<file path="config.mk">
export PLATFORM = sky130hd
export DESIGN_NAME = pattern_capture
export DESIGN_NICKNAME = d
export VERILOG_FILES = /design/src/rtl/pattern_capture.sv
export SDC_FILE = /design/constraint.sdc
export NUM_CORES = 1
export LEC_CHECK = 0
export CORE_ASPECT_RATIO = 0.6
export CORE_UTILIZATION = 36
export CTS_CLUSTER_DIAMETER = 200
export DETAILED_ROUTE_END_ITERATION = 10
export SKIP_LAST_GASP = 1
export SLEW_MARGIN = 40
export SYNTH_ARGS = -nofsm -noshare
export SYNTH_HDL_FRONTEND = slang
export SYNTH_SLANG_ARGS = --single-unit
</file>
<file path="constraint.sdc">
create_clock -name clk -period 3.4 [get_ports clk]
set_clock_uncertainty 0.05 [all_clocks]
set_input_delay 0.51 -clock clk [delete_from_list [all_inputs] [get_ports clk]]
set_output_delay 0.51 -clock clk [all_outputs]
set_load 0.05 [all_outputs]
</file>
<file path="src/rtl/pattern_capture.sv">
// Logic-analyzer capture engine: samples synchronized GPIO on a programmable
// two-stage timebase, packs samples LSB-first into bytes and writes them to BRAM.
module pattern_capture #(
    parameter int ADDR_BITS   = 13,
    parameter int SYNC_STAGES = 2
) (
    input  logic                 clk,
    input  logic                 rst_n,
    input  logic                 enable_cap,
    input  logic [ADDR_BITS-1:0] end_address_cap,
    input  logic [1:0]           num_gpio_sel_cap,
    input  logic [2:0]           timestep_sel_cap,
    input  logic [3:0]           stage1_count_sel_cap,
    input  logic                 circular_enable_cap,
    input  logic                 trigger_enable_cap,
    input  logic [7:0]           gpio_cap_in,
    output logic                 capture_active,
    output logic                 capture_done,
    output logic [ADDR_BITS-1:0] capture_last_addr,
    output logic [ADDR_BITS-1:0] bram_addr,
    output logic [7:0]           bram_write_data,
    output logic                 bram_wen
);

    localparam int SYNC_DEPTH = (SYNC_STAGES < 2) ? 2 : SYNC_STAGES;
    localparam logic [20:0] STAGE2_ONES = '1;
    localparam logic [ADDR_BITS-1:0] ADDR_ONE = 1;

    typedef enum logic [1:0] {IDLE, ARM, CAPTURE, DONE} state_t;

    state_t                      state;
    logic [SYNC_DEPTH-1:0][7:0]  sync_q;
    logic [7:0]                  gpio_s;
    logic                        gpio0_prev;

    logic [ADDR_BITS-1:0]        end_r;
    logic [1:0]                  num_r;
    logic [2:0]                  ts_r;
    logic [3:0]                  s1_r;
    logic                        circ_r;

    logic [3:0]                  stage1;
    logic [20:0]                 stage2;
    logic [20:0]                 stage2_max;
    logic [2:0]                  pack_cnt;
    logic [2:0]                  pack_last;
    logic [7:0]                  pack_reg;
    logic [7:0]                  packed_next;
    logic [ADDR_BITS-1:0]        addr;
    logic [ADDR_BITS-1:0]        addr_next;

    logic                        trigger_edge;
    logic                        sample_strobe;
    logic                        start_capture;

    always_ff @(posedge clk or negedge rst_n) begin
        if (!rst_n) begin
            sync_q     <= '0;
            gpio0_prev <= 1'b0;
        end else begin
            sync_q     <= {sync_q[SYNC_DEPTH-2:0], gpio_cap_in};
            gpio0_prev <= sync_q[SYNC_DEPTH-1][0];
        end
    end

    assign gpio_s        = sync_q[SYNC_DEPTH-1];
    assign trigger_edge  = gpio_s[0] & ~gpio0_prev;
    assign sample_strobe = (stage1 == 4'd0) && (stage2 == 21'd0);
    assign stage2_max    = ~(STAGE2_ONES << (5'd3 * {2'b00, ts_r}));
    assign addr_next     = (addr == end_r) ? '0 : addr + ADDR_ONE;
    assign start_capture = ((state == IDLE) && enable_cap && !trigger_enable_cap) ||
                           ((state == ARM) && enable_cap && trigger_edge);

    // New sample enters at the top so the first sample drifts down to bit 0.
    always_comb begin
        packed_next = gpio_s;
        pack_last   = 3'd0;
        case (num_r)
            2'd0: begin
                packed_next = {gpio_s[0], pack_reg[7:1]};
                pack_last   = 3'd7;
            end
            2'd1: begin
                packed_next = {gpio_s[1:0], pack_reg[7:2]};
                pack_last   = 3'd3;
            end
            2'd2: begin
                packed_next = {gpio_s[3:0], pack_reg[7:4]};
                pack_last   = 3'd1;
            end
            2'd3: begin
                packed_next = gpio_s;
                pack_last   = 3'd0;
            end
        endcase
    end

    always_ff @(posedge clk or negedge rst_n) begin
        if (!rst_n) begin
            state             <= IDLE;
            capture_active    <= 1'b0;
            capture_done      <= 1'b0;
            capture_last_addr <= '0;
            bram_addr         <= '0;
            bram_write_data   <= '0;
            bram_wen          <= 1'b0;
            end_r             <= '0;
            num_r             <= '0;
            ts_r              <= '0;
            s1_r              <= '0;
            circ_r            <= 1'b0;
            stage1            <= '0;
            stage2            <= '0;
            pack_cnt          <= '0;
            pack_reg          <= '0;
            addr              <= '0;
        end else begin
            bram_wen <= 1'b0;

            case (state)
                IDLE: begin
                    if (enable_cap) begin
                        capture_active <= 1'b1;
                        state          <= trigger_enable_cap ? ARM : CAPTURE;
                    end
                end

                ARM: begin
                    if (!enable_cap) begin
                        capture_active <= 1'b0;
                        state          <= IDLE;
                    end else if (trigger_edge) begin
                        state <= CAPTURE;
                    end
                end

                CAPTURE: begin
                    if (!enable_cap) begin
                        // Circular captures end on enable drop; linear ones abort.
                        capture_active <= 1'b0;
                        capture_done   <= circ_r;
                        state          <= circ_r ? DONE : IDLE;
                    end else begin
                        if (stage1 == s1_r) begin
                            stage1 <= '0;
                            stage2 <= (stage2 == stage2_max) ? 21'd0 : stage2 + 21'd1;
                        end else begin
                            stage1 <= stage1 + 4'd1;
                        end

                        if (sample_strobe) begin
                            if (pack_cnt == pack_last) begin
                                pack_cnt          <= '0;
                                pack_reg          <= '0;
                                bram_wen          <= 1'b1;
                                bram_write_data   <= packed_next;
                                bram_addr         <= addr;
                                capture_last_addr <= addr;
                                addr              <= addr_next;
                                if ((addr == end_r) && !circ_r) begin
                                    capture_active <= 1'b0;
                                    capture_done   <= 1'b1;
                                    state          <= DONE;
                                end
                            end else begin
                                pack_cnt <= pack_cnt + 3'd1;
                                pack_reg <= packed_next;
                            end
                        end
                    end
                end

                DONE: begin
                    if (!enable_cap) begin
                        capture_done <= 1'b0;
                        state        <= IDLE;
                    end
                end

                default: state <= IDLE;
            endcase

            // Configuration is frozen at the moment the capture begins.
            if (start_capture) begin
                end_r    <= end_address_cap;
                num_r    <= num_gpio_sel_cap;
                ts_r     <= timestep_sel_cap;
                s1_r     <= stage1_count_sel_cap;
                circ_r   <= circular_enable_cap;
                stage1   <= '0;
                stage2   <= '0;
                pack_cnt <= '0;
                pack_reg <= '0;
                addr     <= '0;
            end
        end
    end

endmodule

</file>
==> qor.txt <==
critical path fanouts, max: 12
CP Data Required Time: 3690 ps
die width: 169 um
CP startpoint: ts_r[1]
Final setup viols: 0
EDFF count, synth: 0
HPWL after DPL: 10800 um
most numerous cell in the Yosys netlist: nand2_1
initial cell density of the core: 37.0%
Hold Path Class: in2async
Final Hold Viols: 0
RSZ-0062 raised after global routing: no
Core Region: 16300 um2
Async SR Flop Fraction: 100%
synth top area cells: dfrtp_1 (47%), nand2_1 (9.8%), ha_1 (3.7%)
relative slew slack: 45.9%
Synth Register Bits: 114
Routed Antenna Nets: 0
htree depth: 4
DR DRC count: 0
Seq/Total Area, Yosys: 47.3%
count of cell types in the netlist: 61
crit share post-route: 92.9%
clk_lat worst skew: 410 ps
cts hold-fix bufs: 0
Max Root-Sink Buffers: 2
Overflow after GRT: 0
Port Buffers: 71
Total GRT Usage: 18.8%
Worst-path clk slew: 60 ps
clock root buffer: clkbuf_16
CP arrival: 3450 ps
Static Leak: 3.43 nW
detailed-route via count: 4922
critical path class: reg2reg
DP Worst Slack: 212 ps
Max Cap Violations: 0
global-route wire length before repair: 25200 um
total negative slack: 0 ps
Worst-Margin Slew: 806 ps
maximum vdd drop: 0.000343 V
CTS tree: built
die area: 17300 um2
Final nets: 773
initial DRC count: 285
Achievable Freq: 316 MHz
top-area cell type share of the netlist area: 47.3%
GP Congestion: 0.878
Sink Count: 114
IO Pins: 72
largest net degree at the start of global routing: 69
r2r startpoint: ts_r[1]
Avg Inst Size Synth: 9.18 um2
Die Span Y: 102 um
YS warnings: 0
vias in the first global route: 4768
total wire length: 15300 um
Mapped Area: 6030 um2
Slew Viols, Final: 0
setup ws final: 240 ps
Crit. End Element: register
Rows: 36
pwr dens: 690 nW/um2
n_diodes: 0
detailed-route wire length per cell: 15.9 um
synth cell count leaders: nand2_1 (157), dfrtp_1 (114), a21oi_1 (36)
Synth area leader: dfrtp_1
P&R area growth vs syn: 25.3%
Worst setup SP type: register
top_reg_cell synth: dfrtp_1
layout cells sized above 1: 9.43%
instance count of the mapped netlist: 657
Post-Route Utilization: 46.4%
syn nets: 711
DR pass1 iterations: 6
Reg with most FFs: stage2
Largest register FFs: 21
Reg2Reg Depth: 9
status: completed
vias per cell: 5.13
post-route minimum period: 3160 ps
CTS buffer count: 17
initial antenna violation count: 0
-- timing repair --
| item | CTS | global route |
|---|---|---|
| endpoints found under the setup margin | 0 | 2 |
| gates resized for setup | 0 | 1 |
| buffers inserted | 0 | 0 |
-- layout by cell type, fill, tap and decap left out, drive strengths merged, types with 4 or more instances in the layout --
master         synthesis  layout
and3                   8       8
nand4                 10      10
or3                    8       8
o31ai                  7       7
a2bb2oi                4       4
a21oi                 36      36
nor2b                  9       9
nand2                157     157
mux4                   8       8
o21ai                 25      25
clkbuf                23      17
buf                   23      19
xor2                  16      16
o21a                   4       4
inv                   25      32
mux2i                  4       4
nor3                  15      15
xnor2                 23      23
o2111ai                4       4
ha                    18      18
clkdlybuf4s50          0      70
clkinv                 1       6
nor4                   5       5
nand3                 27      27
dfrtp                114     114
nor2                  33      33
-- area by class of cell --
class | count | area, um2
inverters | 26 | 97.6
clock buffers | 17 | 425
well taps | 228 | 285
fillers | 1586 | 8750
flip-flops and latches | 114 | 2850
multi-input cells | 471 | 2870
clock inverters | 15 | 174
repair buffers | 89 | 856
-- power breakdown --
part	leakage (nW)	switching [mW]	total (mW)	internal (mW)
combinational	1.65	0.966	1.64	0.671
sequential	1.49	0.218	1.78	1.56
clock	0.293	0.701	1.80	1.10
-- worst max-delay path, cell delays in order (launching register included) --
cell and delay [ps]:
dfrtp_1 410, ha_1 190, inv_1 70, fa_2 530, or4_1 550, nand4_1 80
a211oi_1 50, and4_1 320, nor3_1 550, mux2_2 290
-- per-stage QoR --
step	hold slack [ps]	instance area, um2	power (mW)	cells
after global routing	104	7560	5.55	960
after global placement	285	6960	3.36	928
after CTS	74.7	7560	5.23	960
after floorplan	164	6030	2.89	657
after detailed placement	285	6960	3.40	928
final	61.3	7560	5.22	960
-- final timing paths --
check	end	slack, ps
hold reg to reg	gpio_s[3]	300
min in group clk	gpio_s[3]	300
setup reg to reg	stage2[0]	240
setup / recovery	stage2[0]	240
max in group asynchronous	end_r[7]	2450
hold / removal	s1_r[1]	60
-- cell families (layout without fill, tap and decap cells) --
logic type	after synthesis	after routing	share of synthesized area (%)
simple gates	291	291	22.2
flops	114	114	47.3
compound gates	109	109	11.5
buf+inv	72	147	5.41
xor+xnor	39	39	5.66
fa+ha+maj	19	19	4.06
mux	13	13	3.84
-- metal layers --
metal,global-route usage [%],part of all wire (%),vias up
met2,26.2,41,153
met3,5.07,6.1,9
met4,4.30,0.44,0
li1,-,-,2373
met5,0,0,-
met1,28.7,52,2387
Power figures use the tool's default switching activity.
